File: src/rtl/adc_scan_sequencer.sv
`timescale 1ns/1ps
// adc_scan_sequencer: round-robin conversion scheduler for the LTC2308 interface
// block. Walks the enabled channels, issues a start pulse per channel, waits
// for the conversion-done flag and keeps the latest 12-bit result per channel.
module adc_scan_sequencer #(
   parameter int TIMEOUT_CYCLES = 1024,
   parameter int GUARD_CYCLES   = 2
) (
   input  logic        clk,
   input  logic        reset_n,
   input  logic        scan_enable,
   input  logic        oneshot,
   input  logic [7:0]  ch_mask,
   output logic        adc_start,
   output logic [2:0]  adc_ch,
   input  logic        adc_done,
   input  logic [11:0] adc_data,
   input  logic [2:0]  rd_ch,
   output logic [11:0] rd_data,
   output logic [7:0]  result_valid,
   output logic        sample_strobe,
   output logic [2:0]  sample_ch,
   output logic [11:0] sample_data,
   output logic        scan_busy,
   output logic        pass_done,
   output logic        timeout_err,
   input  logic        clear_err
);

   localparam int TW = (TIMEOUT_CYCLES > 1) ? $clog2(TIMEOUT_CYCLES) : 1;
   localparam int GW = (GUARD_CYCLES > 1) ? $clog2(GUARD_CYCLES) : 1;
   localparam logic [TW-1:0] TIMEOUT_LAST = TW'(TIMEOUT_CYCLES - 1);
   localparam logic [GW-1:0] GUARD_LAST   = GW'(GUARD_CYCLES - 1);

   typedef enum logic [2:0] {
      IDLE,
      SELECT,
      START,
      GUARD,
      WAIT,
      STORE
   } state_t;

   state_t         state_q, state_d;
   logic           oneshotMode_q, oneshotMode_d;
   logic [7:0]     passMask_q, passMask_d;
   logic [2:0]     lastCh_q, lastCh_d;
   logic [2:0]     adcCh_q, adcCh_d;
   logic [GW-1:0]  guardCnt_q, guardCnt_d;
   logic [TW-1:0]  timeoutCnt_q, timeoutCnt_d;
   logic           timeoutErr_q, timeoutErr_d;
   logic           passDone_q, passDone_d;
   logic [11:0]    result_q [8];
   logic [7:0]     resultValid_q;

   logic [7:0]     scanMask;
   logic [7:0]     passAfter;
   logic [2:0]     candCh;
   logic           candFound;
   logic           convDone;

   // Find the first enabled channel after the last one, wrapping 7 -> 0; the
   // eighth candidate is the last channel itself, so a lone channel repeats.
   always_comb begin
      scanMask  = oneshotMode_q ? passMask_q : ch_mask;
      candFound = 1'b0;
      candCh    = lastCh_q;
      for (int i = 1; i <= 8; i++) begin
         if (!candFound && scanMask[3'(int'(lastCh_q) + i)]) begin
            candFound = 1'b1;
            candCh    = 3'(int'(lastCh_q) + i);
         end
      end
   end

   // Next-state logic; a finished conversion (stored or abandoned) funnels
   // through one shared decision about whether to keep scanning.
   always_comb begin
      state_d       = state_q;
      oneshotMode_d = oneshotMode_q;
      passMask_d    = passMask_q;
      lastCh_d      = lastCh_q;
      adcCh_d       = adcCh_q;
      guardCnt_d    = guardCnt_q;
      timeoutCnt_d  = timeoutCnt_q;
      timeoutErr_d  = timeoutErr_q & ~clear_err;
      passDone_d    = 1'b0;
      convDone      = 1'b0;
      passAfter     = passMask_q & ~(8'b1 << adcCh_q);
      case (state_q)
         IDLE: begin
            if (scan_enable && |ch_mask) begin
               state_d       = SELECT;
               oneshotMode_d = 1'b0;
            end else if (oneshot && |ch_mask) begin
               state_d       = SELECT;
               oneshotMode_d = 1'b1;
               passMask_d    = ch_mask;
            end
         end
         SELECT: begin
            if (candFound) begin
               adcCh_d  = candCh;
               lastCh_d = candCh;
               state_d  = START;
            end else begin
               state_d = IDLE;
            end
         end
         START: begin
            guardCnt_d = '0;
            state_d    = GUARD;
         end
         GUARD: begin
            if (guardCnt_q == GUARD_LAST) begin
               timeoutCnt_d = '0;
               state_d      = WAIT;
            end else begin
               guardCnt_d = guardCnt_q + 1'b1;
            end
         end
         WAIT: begin
            if (adc_done) begin
               state_d = STORE;
            end else if (timeoutCnt_q == TIMEOUT_LAST) begin
               timeoutErr_d = 1'b1;
               convDone     = 1'b1;
            end else begin
               timeoutCnt_d = timeoutCnt_q + 1'b1;
            end
         end
         STORE: begin
            convDone = 1'b1;
         end
         default: begin
            state_d = IDLE;
         end
      endcase
      if (convDone) begin
         if (oneshotMode_q) begin
            passMask_d = passAfter;
            if (passAfter == 8'h00) begin
               passDone_d = 1'b1;
               state_d    = IDLE;
            end else begin
               state_d = SELECT;
            end
         end else if (scan_enable && |ch_mask) begin
            state_d = SELECT;
         end else begin
            state_d = IDLE;
         end
      end
   end

   // Control state register.
   always_ff @(posedge clk or negedge reset_n) begin
      if (!reset_n) begin
         state_q       <= IDLE;
         oneshotMode_q <= 1'b0;
         passMask_q    <= 8'h00;
         lastCh_q      <= 3'd7;
         adcCh_q       <= 3'd0;
         guardCnt_q    <= '0;
         timeoutCnt_q  <= '0;
         timeoutErr_q  <= 1'b0;
         passDone_q    <= 1'b0;
      end else begin
         state_q       <= state_d;
         oneshotMode_q <= oneshotMode_d;
         passMask_q    <= passMask_d;
         lastCh_q      <= lastCh_d;
         adcCh_q       <= adcCh_d;
         guardCnt_q    <= guardCnt_d;
         timeoutCnt_q  <= timeoutCnt_d;
         timeoutErr_q  <= timeoutErr_d;
         passDone_q    <= passDone_d;
      end
   end

   // Result bank: captures the converter output while in STORE.
   always_ff @(posedge clk or negedge reset_n) begin
      if (!reset_n) begin
         for (int i = 0; i < 8; i++) begin
            result_q[i] <= 12'h000;
         end
         resultValid_q <= 8'h00;
      end else if (state_q == STORE) begin
         result_q[adcCh_q]      <= adc_data;
         resultValid_q[adcCh_q] <= 1'b1;
      end
   end

   assign adc_start     = (state_q == START);
   assign adc_ch        = adcCh_q;
   assign sample_strobe = (state_q == STORE);
   assign sample_ch     = adcCh_q;
   assign sample_data   = (state_q == STORE) ? adc_data : 12'h000;
   assign scan_busy     = (state_q != IDLE);
   assign pass_done     = passDone_q;
   assign timeout_err   = timeoutErr_q;
   assign rd_data       = result_q[rd_ch];
   assign result_valid  = resultValid_q;

endmodule
File: config.mk
export PLATFORM = sky130hd
export DESIGN_NAME = adc_scan_sequencer
export DESIGN_NICKNAME = d
export VERILOG_FILES = /design/src/rtl/adc_scan_sequencer.sv
export SDC_FILE = /design/constraint.sdc
export NUM_CORES = 1
export LEC_CHECK = 0
export CORE_UTILIZATION = 35
export DETAILED_ROUTE_END_ITERATION = 7
export DONT_BUFFER_PORTS = 1
export REMOVE_ABC_BUFFERS = 1
export SYNTH_ARGS = -nofsm -noshare
export SYNTH_HDL_FRONTEND = slang
export SYNTH_SLANG_ARGS = --single-unit
export TNS_END_PERCENT = 1
File: constraint.sdc
create_clock -name clk -period 4.3 [get_ports clk]
set_input_delay 0.86 -clock clk [delete_from_list [all_inputs] [get_ports clk]]
set_output_delay 0.86 -clock clk [all_outputs]
set_load 0.01 [all_outputs]
; ---- Word-level counts from Yosys, hierarchy flattened
; Index checks and enable logic that the tools add are counted.
[word_totals]
inputBits = 29
output_inout_bits = 43
ff_bits = 135
elab_cells = 173
[classes]
muxes = 82
n_lt_le_gt_ge = 13
addsub = 10
n_reduce_logical = 29
n_shift = 1
bitwise = 7
n_eq_ne = 13
[ops]
columns = op, count
row1 = $bwmux 96, 1
row2 = $mux 12, 4
row3 = $mux 8, 6
row4 = $mux 3, 14
row5 = $lt 3x5->1 const B, 8
row6 = $mux 1, 38
row7 = $bmux 12 s3, 1
row8 = $demux 12 s3, 1
row9 = $mux 10, 3
row10 = $bmux 1 s3, 8
row11 = $pmux 10 s2, 1
row12 = $pmux 3 s6, 1
row13 = $add 3x3->3 const B, 4
row14 = $logic_and 1x1->1, 11
row15 = $add 10x1->10 const B, 1
row16 = $eq 10x10->1 const B, 1
row17 = $and 8x8->8, 1
row18 = $ge 4x4->1 const B, 2
row19 = $logic_not 8->1, 1
row20 = $not 3->4, 2
row21 = $not 8->8, 1
row22 = $or 8x8->8, 1
row23 = $reduce_and 4->1, 2
row24 = $reduce_or 8->1, 1
row25 = other kinds (24), 41

; ---- Logic depth before layout (Yosys ltp)
; Gate-level depths: netlist of the first run.
[depth]
word_depth = 29
ltp_mapped = 12
mapped_depth_nobuf = 9

; ---- Worst setup path after synthesis of the first run
; Ideal clock, no wire load.
[synth_path]
path_type = input-to-output
startpoint = input rd_ch[0]
endpoint = output rd_data[0]
cell_stages = 4
t_arrival_ns = 2.551
path_slack_ns = 0.889
path_buffers = 2
required_ns = 3.440
cell_sequence = clkbuf_1 > buf_1 > mux4_2 > mux2_2
[synth_between]
elab_chain_cells = 4
[synth_lines]
columns = element, line_no
row1 = start: declaration, 18  ; input logic [2:0] rd_ch,
row2 = $not 3->4 (implied by the code), 202  ; assign rd_data = result_q[rd_ch];
row3 = $bmux 12 s3, 202
row4 = $mux 12 (implied by the code) (2 in a row), 202
row5 = end: declaration, 19  ; output logic [11:0] rd_data,
; No other way between the ends. The select of a mux whose other input is x is not followed.

; ---- Final worst setup path of the first run
[layout_path]
startpoint = register lastCh_q[0]
endpoint = register adcCh_q[2], in the netlist adc_ch[2]
[layout_between]
elab_chain_cells = 27
word_cells_on_any_way = 63
classes_between = 8 x add/sub / 40 x mux / 15 x reduce/logical
[layout_lines]
columns = element, line_no
row1 = start: declaration, 47  ; logic [2:0] lastCh_q, lastCh_d;
row2 = start signal: assignment, 172  ; lastCh_q <= lastCh_d;
row3 = $add 3x1->3, "69, 71"
row4 = $bmux 1 s3, 69  ; if (!candFound && scanMask[3'(int'(lastCh_q) + i)]) begin
row5 = $mux 1 (implied by the code) (2 in a row), 69
row6 = $mux 1, 69
row7 = $logic_not 1->1, 69
row8 = $logic_and 1x1->1, 69
row9 = $mux 1, 69
row10 = $logic_not 1->1, 69
row11 = [... 10 more ...], n/a
row12 = $mux 1, 69
row13 = $logic_not 1->1, 69
row14 = $logic_and 1x1->1, 69
row15 = $mux 1, 69
row16 = $logic_not 1->1, 69
row17 = $logic_and 1x1->1, 69
row18 = $mux 1, 69
row19 = $reduce_and 2->1 (no source line), n/a
row20 = end signal: assignment, 173  ; adcCh_q <= adcCh_d;
row21 = end: declaration, 48  ; logic [2:0] adcCh_q, adcCh_d;
; Several ways; a longest one is shown, not always the timed one. The select of a mux whose other input is x is not followed.
; A chain may end at the register's enable or synchronous reset.

==> results of run 1 <==
state kept, by name, summed over array words and instances, names as in the netlist:
signal         count
timeout_err        1
state_q            3
result_valid       8
result_q          96
guardCnt_q         1
adc_ch             3
lastCh_q           3
oneshotMode_q      1
passMask_q         8
timeoutCnt_q      10
pass_done          1
worst paths after layout:
kind / endpoint / slack (ps)
max reg2reg: adc_ch[2] / 1000
min in group clk: result_q[11] / 500
min reg2reg: result_q[11] / 500
max in group asynchronous: lastCh_q[1] / 3920
min: timeoutCnt_q[6] / 140
max: adc_ch[2] / 1000
cell families (layout without fill, tap and decap cells):
family          after synthesis  count (layout)  share of synthesized area, %
compound gates               67              67                          6.43
xor+xnor                     11              11                          1.29
fa+ha+maj                     3               3                         0.504
buf+inv                      49              50                          2.82
flops                       135             135                          45.4
mux                         170             170                          32.5
other cells                   0               2                             0
simple gates                155             155                          11.0
stage by stage:
step	power, W	worst slack, ps	hold slack [ps]	std cells
CTS	0.00668	983	117	866
global placement	0.00514	1010	462	834
global route	0.00706	720	114	866
floorplan	0.00451	1360	453	552
detailed placement	0.00521	1010	486	834
finish	0.00665	1000	141	868
power by group:
part / total [W] / leakage (nW) / switching, W / internal, W
Clock: 0.00143 / 0.280 / 0.000589 / 0.000841
Sequential: 0.00231 / 1.72 / 0.000495 / 0.00181
Combinational: 0.00291 / 1.55 / 0.00140 / 0.00150
Total: 0.00665 / 3.55 / 0.00249 / 0.00416
worst max-delay path, cell delays in order, from the launching register on:
cell and delay [ps]:
dfstp_2 800, inv_1 180, ha_1 640, inv_1 240, mux4_2 420, nor3_4 230
nand2_1 110, nor4_1 430, nand3b_1 170
routing by layer:
layer / wire length [µm] / up-vias
li1: - / 2189
met2: 9100 / 151
met4: 378 / 0
met1: 7670 / 2566
met3: 770 / 32
met5: 0 / -
final cells by class:
cell class	count	area, µm²
fillers	1995	12700
multi-input cells	406	3870
flip-flops and latches	135	3380
clock buffers	19	453
well taps	275	344
clock inverters	13	134
repair buffers	7	52.6
inverters	11	41.3
diodes	2	5.00
cells in the mapped netlist, drive strengths merged (11+ instances only):
| library cell | n |
|---|---|
| a21oi | 12 |
| and3 | 14 |
| buf | 19 |
| clkbuf | 19 |
| dfrtp | 132 |
| inv | 11 |
| mux2 | 115 |
| mux4 | 46 |
| nand2 | 39 |
| nand2b | 12 |
| nor2 | 29 |
| nor2b | 11 |
| o21ai | 15 |
==> flow_metrics.tcl, run 1 <==
set metrics [dict create \
    cts.hold.buffers_added 0 \
    core_um2 21000 \
    final_cell_mix "dfrtp_1, mux2_2, mux4_2" \
    yosys.cell_types.count 59 \
    syn_area_um2 7450 \
    wl_per_cell_um 20.6 \
    arrival_ps 3640 \
    status "completed" \
    p_leak_nw 3.55 \
    dpl_cell_area_um2 7690 \
    async_flop_share_pct 100 \
    power_density_nw_per_um2 803 \
    irDropWorstVdd_v 0.000381 \
    numCtsBuffers 17 \
    start_util_pct 35.6 \
    reg2regPathDepth 8 \
    grt_util_met2_pct 28.9 \
    fin_util_pct 39.5 \
    grt_pass1_wl_um 28900 \
    gp_congestion 0.827 \
    die_w_um 148 \
    path_clk_slew_ps 60 \
    ys_seq_area_share_pct 45.4 \
    layout_commonest_cell "dfrtp_1" \
    startpoint "lastCh_q[0]" \
    drt_iter0_drc 335 \
    clk_path_buf_depth 2 \
    stdcell_area_um2 8280 \
    hold_viol_final 0 \
    die_y_um 148 \
    postRouteAntennaNets 0 \
    wirelength_um 17900 \
    slew_violations 0 \
    finalSetupViolCount 0 \
    antenna_found_initial 0 \
    use_met3_pct 3.55 \
    area_growth_pct 11.1 \
    min_period_over_period_pct 76.7 \
    row_count 53 \
    grt-busiest-layer "met2" \
    setup.worst_path.class "flip-flop to flip-flop" \
    drive_above_1_share_pct 36.7 \
    synth.area.top_cells "dfrtp_1, mux2_2, mux4_2, nand2_1, nor2_1" \
    htree_levels 4 \
    finClkSkew_ps 8.57 \
    cts_num_sinks 135 \
    syn_inst 590 \
    fin_setup_tns_ps 0 \
    finalNetCount 610 \
    dr.pass1.iters 5 \
    hpwl_um 11700 \
    cts_tree "built" \
    rsz0062_at_grt "false" \
    clk_latency_ps 420 \
    grt_use_met1_pct 22.2 \
    drc 0 \
    yosys.area.top_type "dfrtp_1" \
    end_kind "flip-flop" \
    start_kind "flip-flop" \
    ys_ff_latch 135 \
    via_count 4938 \
    grt_pass1_vias 5136 \
    grt_usage_pct 17.4 \
    vias_per_cell 5.69 \
    synth_edf_count 0 \
    min_period_ps 3300 \
    ios 72 \
    yosys_warnings 0 \
    crit_fanout 19 \
    cp_data_required_time_ps 4640 \
    numPortBuffers 0 \
    synthFlopType "dfrtp_1" \
    drv_cap 0 \
    clock.fmax_mhz 303 \
    post_cts_buffers 0 \
    yosysTopAreaCellShare_pct 44.3 \
    root_buffer "clkbuf_16" \
    cts_resized 0 \
    grt_remaining_overflow 0 \
    grt_max_degree 136 \
    maxSlewHeadroom_pct 26.2 \
    syn_area_per_cell_um2 12.6 \
    hp-class "input port to async pin" \
    timing.rr.start "lastCh_q[0]" \
    die-area_um2 21900 \
    tightest_slew_ps 1100 \
]
No activity file was read; power rests on OpenSTA's default activity.
==> run 2: changes to the inputs <==
clock period = 3.2 ns   (was 4.3 ns; I/O delays follow)
==> flow_metrics.tcl, run 2 (synthesis results as in run 1) <==
set metrics [dict create \
    status "finished, violations left" \
    violations "negative hold slack" \
    gp_congestion 0.836 \
    n_fill_cell 2000 \
    route.met3.wl_um 833 \
    start_kind "flip-flop" \
    cts_tree "built" \
    clk_path_buf_depth 2 \
    min_period_over_period_pct 92.3 \
    drv_cap 0 \
    finalNetCount 621 \
    row_count 53 \
    htree_levels 4 \
    cp_num_buf_inv 1 \
    hp-class "input port to async pin" \
    via_count 4926 \
    cp_common_cell "mux4_2" \
    grt_pass1_vias 5120 \
    antenna_found_initial 0 \
    grt_remaining_overflow 0 \
    maxSlewHeadroom_pct 44.9 \
    top_regs "result_q x96, timeoutCnt_q x10" \
    cts_num_sinks 135 \
    numPortBuffers 0 \
    grt_pass1_wl_um 28900 \
    slowest_stage "mux4_2" \
    largest-register "result_q" \
    hpwl_um 12000 \
    final_cell_mix "dfrtp_1, mux2_2, mux4_2" \
    arrival_ps 3310 \
    end_kind "flip-flop" \
    finalSetupViolCount 0 \
    tightest_slew_ps 825 \
    clock.fmax_mhz 339 \
    min_period_ps 2950 \
    rsz0062_at_grt "false" \
    drc 0 \
    cp_data_required_time_ps 3550 \
    layout_commonest_cell "dfrtp_1" \
    post_cts_buffers 0 \
    die-area_um2 21900 \
    multi_input_area_um2 3870 \
    hold_viol_final 132 \
    drt_iter0_drc 264 \
    postRouteAntennaNets 0 \
    numCtsBuffers 17 \
    dr.pass1.iters 6 \
    die_y_um 148 \
    irDropWorstVdd_v 0.000449 \
    wirelength_met1_um 7840 \
    finClkSkew_ps 7.55 \
    core_um2 21000 \
    worstPathCellList "buf_4 > mux4_2 > mux4_2 > nand2b_4 > o31ai_1 > o21ai_1 > or3b_1 > nand3_1" \
    root_buffer "clkbuf_16" \
    dp_cells 845 \
    fin_setup_tns_ps 0 \
    largest_register_ffs 96 \
    cp_top_family "multiplexers" \
    cts_resized 0 \
    ios 72 \
    area_growth_pct 12.0 \
    grt_usage_pct 17.4 \
    final-seq-area_um2 3380 \
    start_util_pct 35.6 \
    highest_layer "met4" \
    clk_latency_ps 420 \
    setup.worst_path.class "flip-flop to flip-flop" \
    wirelength_um 18100 \
    wl_met2_um 9070 \
    path_clk_slew_ps 60 \
    p_leak_nw 3.59 \
    wl_per_cell_um 20.6 \
    vias_per_cell 5.62 \
    holdWs_ps -73.2 \
    die_w_um 148 \
    grt_max_degree 136 \
    slowest_delay_ps 560 \
    slew_violations 0 \
    crit_fanout 17 \
    final_cells 877 \
    power_density_nw_per_um2 1080 \
    diodes 0 \
    drive_above_1_share_pct 37.5 \
    power_w 0.00898 \
]
run 2: cell count changes in the layout (fill, tap and decap cells not counted), sizes merged:
cell / change
buf: +11
clkbuf: +2
diode: -2
inv: -2
clkinv: -1
clkinvlp: +1
run 2: path summary, 6_finish.rpt:
kind	from	end	slack, ps	cells past startpoint
hold / removal	reset_n	result_valid[0]	-70	0
min in group clk	clear_err	timeout_err	320	1
setup / recovery	lastCh_q[0]	lastCh_q[1]	250	8
setup reg to reg	lastCh_q[0]	lastCh_q[1]	250	8
hold reg to reg	result_q[4]	result_q[4]	480	1
max in group asynchronous	reset_n	result_q[21]	3030	0
run 2: final cells by class:
class / instances / area share (%)
Multi-Input combinational cell: 406 / 46.3
Sequential cell: 135 / 40.5
Clock buffer: 21 / 5.52
Tap cell: 275 / 4.12
Timing Repair Buffer: 18 / 1.62
Clock inverter: 11 / 1.38
Inverter: 11 / 0.495
run 2: report_power, final:
part / internal [W] / leakage (nW) / total, W / switching [W]
clock network: 0.00112 / 0.269 / 0.00188 / 0.000752
logic: 0.00208 / 1.60 / 0.00405 / 0.00196
registers: 0.00244 / 1.72 / 0.00306 / 0.000617
total: 0.00565 / 3.59 / 0.00898 / 0.00333
run 2: through the flow:
step | cell area [µm²] | util (%) | worst slack, ps | hold WS [ps]
floorplan | 7280 | - | 259 | 344
global placement | 7770 | 37.1 | 289 | 352
detailed placement | 7770 | 37.1 | 262 | 351
CTS | 8340 | 39.8 | 247 | -102
global route | 8340 | 39.8 | 33.0 | -102
finish | 8340 | 39.8 | 247 | -73.2
run 2: routing by layer:
layer | GRT usage (%) | vias up
li1 | - | 2207
met1 | 21.7 | 2572
met2 | 28.9 | 123
met3 | 4.72 | 24
met4 | 6.55 | 0
met5 | 0 | -
==> run 3: changes to the inputs <==
CORE_ASPECT_RATIO = 1.2   (was not set)
HOLD_SLACK_MARGIN = 0.05   (was not set)
==> flow_metrics.tcl, run 3 (synthesis results as in run 1) <==
set metrics [dict create \
    die_y_um 162 \
    hpwl_um 12600 \
    grt_pass1_vias 5255 \
    wirelength_um 18500 \
    gp_congestion 0.921 \
    finalNetCount 626 \
    finClkSkew_ps 11.8 \
    largest-register "result_q" \
    crit_fanout 10 \
    min_period_ps 2960 \
    postRouteAntennaNets 0 \
    numPortBuffers 0 \
    clock.fmax_mhz 338 \
    vias_per_cell 5.72 \
    status "finished, violations left" \
    grt_usage_pct 17.9 \
    layout_commonest_cell "dfrtp_1" \
    p_leak_nw 3.61 \
    largest_register_ffs 96 \
    path_clk_slew_ps 60 \
    grt_remaining_overflow 0 \
    end_kind "flip-flop" \
    numCtsBuffers 17 \
    highest_layer "met4" \
    setup.worst_path.class "flip-flop to flip-flop" \
    start_kind "flip-flop" \
    rsz0062_at_grt "false" \
    r2r_end "lastCh_q[2]" \
    drive_above_1_share_pct 38.6 \
    finalSetupViolCount 0 \
    route.met3.wl_um 1170 \
    clk_latency_ps 420 \
    fin_util_pct 39.9 \
    area_growth_pct 12.0 \
    fin_ws_ps 241 \
    dp_slack_ps 150 \
    ios 72 \
    final_cell_mix "dfrtp_1, mux2_2, mux4_2" \
    via_count 5014 \
    maxSlewHeadroom_pct 49.4 \
    dr.pass1.iters 6 \
    wl_met2_um 9630 \
    drv_cap 0 \
    violations "negative hold slack" \
    fin_setup_tns_ps 0 \
    timing.rr.start "lastCh_q[1]" \
    drt_iter0_drc 221 \
    tightest_slew_ps 757 \
    reg2reg_slack_ps 240 \
    antenna_found_initial 0 \
    cts_tree "built" \
    wirelength_met1_um 7320 \
    cts_num_sinks 135 \
    holdWs_ps -85.8 \
    min_period_over_period_pct 92.5 \
    wl_per_cell_um 21.0 \
    root_buffer "clkbuf_16" \
    arrival_ps 3310 \
    core_um2 20900 \
    top_regs "result_q x96, timeoutCnt_q x10" \
    reg2regPathDepth 10 \
    hold_viol_final 132 \
    grt_max_degree 136 \
    start_util_pct 35.7 \
    cp_data_required_time_ps 3550 \
    die_w_um 135 \
    irDropWorstVdd_v 0.000568 \
    drc 0 \
    row_count 58 \
    die-area_um2 21900 \
    grt_pass1_wl_um 29500 \
    diodes 0 \
    htree_levels 4 \
    hp-class "input port to async pin" \
    slew_violations 0 \
    clk_path_buf_depth 2 \
    power_density_nw_per_um2 1080 \
]
[run 3: repair_timing]
action,CTS,global route
setup endpoints to repair,0,7
gates resized for setup,0,2
endpoints found under the hold margin,132,132
buffers inserted,0,1
[run 3: where the power goes]
| part | internal, W | switching (W) |
|---|---|---|
| logic | 0.00215 | 0.00198 |
| registers | 0.00244 | 0.000631 |
| clock network | 0.00102 | 0.000766 |
| total | 0.00560 | 0.00338 |
[run 3: area by class of cell]
cell class                      count  area, µm²
Multi-Input combinational cell    406       3880
Fill cell                        1966      12600
Tap cell                          270        338
Timing Repair Buffer               23        173
Inverter                           11       41.3
Sequential cell                   135       3380
Clock inverter                     13       96.3
Clock buffer                       19        443
[run 3: per-stage QoR]
| step | power [W] | cell area (µm²) | instances |
|---|---|---|---|
| 2_1_floorplan | 0.00606 | 7280 | 552 |
| 3_3_place_gp | 0.00712 | 7790 | 844 |
| 3_5_place_dp | 0.00721 | 7790 | 844 |
| 4_1_cts | 0.00902 | 8330 | 876 |
| 5_1_grt | 0.00958 | 8350 | 877 |
| 6_report | 0.00898 | 8350 | 877 |
[run 3: metal layers]
metal  track usage, %  vias to the layer above
li1                 -                     2232
met1             21.0                     2607
met2             30.9                      145
met3             4.90                       30
met4             6.64                        0
met5                0                        -
[run 3: worst max-delay path, cell delays in order, from the launching register on]
cell      delay [ps]
dfstp_2          680
buf_4            200
ha_1             220
xnor2_1          190
mux4_2           630
nor3_4           230
nand4_2          190
o21ai_4          270
buf_4            150
nand2_1           40
nand3b_1          80
[run 3: worst max-delay path by stage]
stage	start	to	slack, ps
after floorplan	oneshotMode_q	adc_ch[1]	260
after global placement	lastCh_q[0]	lastCh_q[2]	240
after detailed placement	lastCh_q[0]	lastCh_q[0]	150
after CTS	lastCh_q[0]	lastCh_q[0]	100
after global routing	lastCh_q[1]	lastCh_q[0]	50
final	lastCh_q[1]	lastCh_q[2]	240
==> RTL edit, RTL diff (settings of run 2) <==
The 6 states of `state_t` get a one-hot encoding in 6 bits.
--- a/src/rtl/adc_scan_sequencer.sv
+++ b/src/rtl/adc_scan_sequencer.sv
@@ -34,9 +34,9 @@
 
-   typedef enum logic [2:0] {
-      IDLE,
-      SELECT,
-      START,
-      GUARD,
-      WAIT,
-      STORE
+   typedef enum logic [5:0] {
+      IDLE   = 6'b000001,
+      SELECT = 6'b000010,
+      START  = 6'b000100,
+      GUARD  = 6'b001000,
+      WAIT   = 6'b010000,
+      STORE  = 6'b100000
    } state_t;
Formal check against the unedited RTL: no difference found for any inputs over 4 cycles, from zero or initial values and one cycle with reset_n low; so few cycles prove little.
==> RTL edit against run 2 <==
Total power down 24%. Global-route usage fell by 0.99 points. Wire length is 5.9% lower. Sequential cell count rose by 3. Synthesized cell count shrank 2.7%. Largest power group unchanged. Design area fell by 0.36%. Worst setup slack lost 50 ps. Fmax decreased by 1.7%. First-iteration DRC count down 6.1%. The flow still finishes with violations (hold timing). Synthesized area rose by 0.17%. Critical path type unchanged.
==> RTL edit: results (changes against run 2) <==
stage,metric,value,unit,change
routing,wl_met2,8.32,mm,-8.3%
timing,finalHoldViolations,134,,+1.5%
pwr,ir_drop,443,uV,-1.3%
routing,wl_per_cell,19.9,um,-3.7%
place,routabilityCongestion,0.909,,+8.8%
global_route,grt_pass1_wl,27.4,mm,-5.1%
pwr,p_sw,2.41,mW,-28%
cells_and_area,nNetsFinal,601,,-3.2%
logic_synthesis,synth-compound-area-share,0.0608,,-0.00346
global_route,grt.total_usage,0.164,,-0.00992
place,place_inst,825,,-2.4%
pwr,combPwrFrac,0.379,,-0.072
run_status,status,"complete, but fails checks",,
logic_synthesis,synth_common_cells,"dfrtp_1 (134), mux2_2 (118), mux4_2 (45), nand2_1 (28), nor2_1 (26)",,
global_route,use_met1,0.209,,-0.00759
timing,hold-worst-slack,-90.4,ps,-17.2 ps
global_route,global_route.usage.met2,0.271,,-0.0178
pwr,internal_power,4.39,mW,-22%
routing,drtIter0Drc,248,,-6.1%
global_route,grt_use_met3,0.0439,,-0.00336
routing,wl_met1,7.60,mm,-3.1%
critical_path,worst-path-max-fanout,14,,-3
logic_synthesis,synthAdderAreaFrac,0.00503,,-0.00000844
routing,vias_per_cell,5.59,,-0.43%
pwr,pwr-share-clk,0.279,,+0.070
cells_and_area,nFillCells,2001,,+0.050%
pwr,leakage,3.42,nW,-4.9%
run_status,violations,hold timing,,
timing,max_freq,0.333,GHz,-1.7%
global_route,grt_pass1_vias,5065,,-1.1%
==> RTL edit: cell count changes after synthesis, sizes merged, moves of 4 or more <==
cell    change
and2       +14
nand2      -11
and3        -9
nor2b       -5
nand4b      +4
o21bai      +4
or2         -4
==> RTL edit: area by class of cell <==
cell class / count / area share
timing repair buffer: 11 / 0.00993
clock buffer: 19 / 0.0533
clock inverter: 13 / 0.0161
tap: 275 / 0.0414
inverter: 12 / 0.00542
sequential: 138 / 0.416
multi-input combinational: 389 / 0.457
==> RTL edit: per-stage QoR <==
stage	utilization	cell area [um^2]
after floorplan	-	7300
after global placement	0.369	7730
after detailed placement	0.369	7730
after CTS	0.396	8310
after global routing	0.397	8310
final	0.397	8310
==> RTL edit: worst max-delay path, delay by kind of cell, from the launching register on <==
kind,cells,cell delay [ps]
mux,2,710
flops,1,750
simple gates,1,360
xor+xnor,1,210
fa+ha+maj,1,230
compound gates,3,670
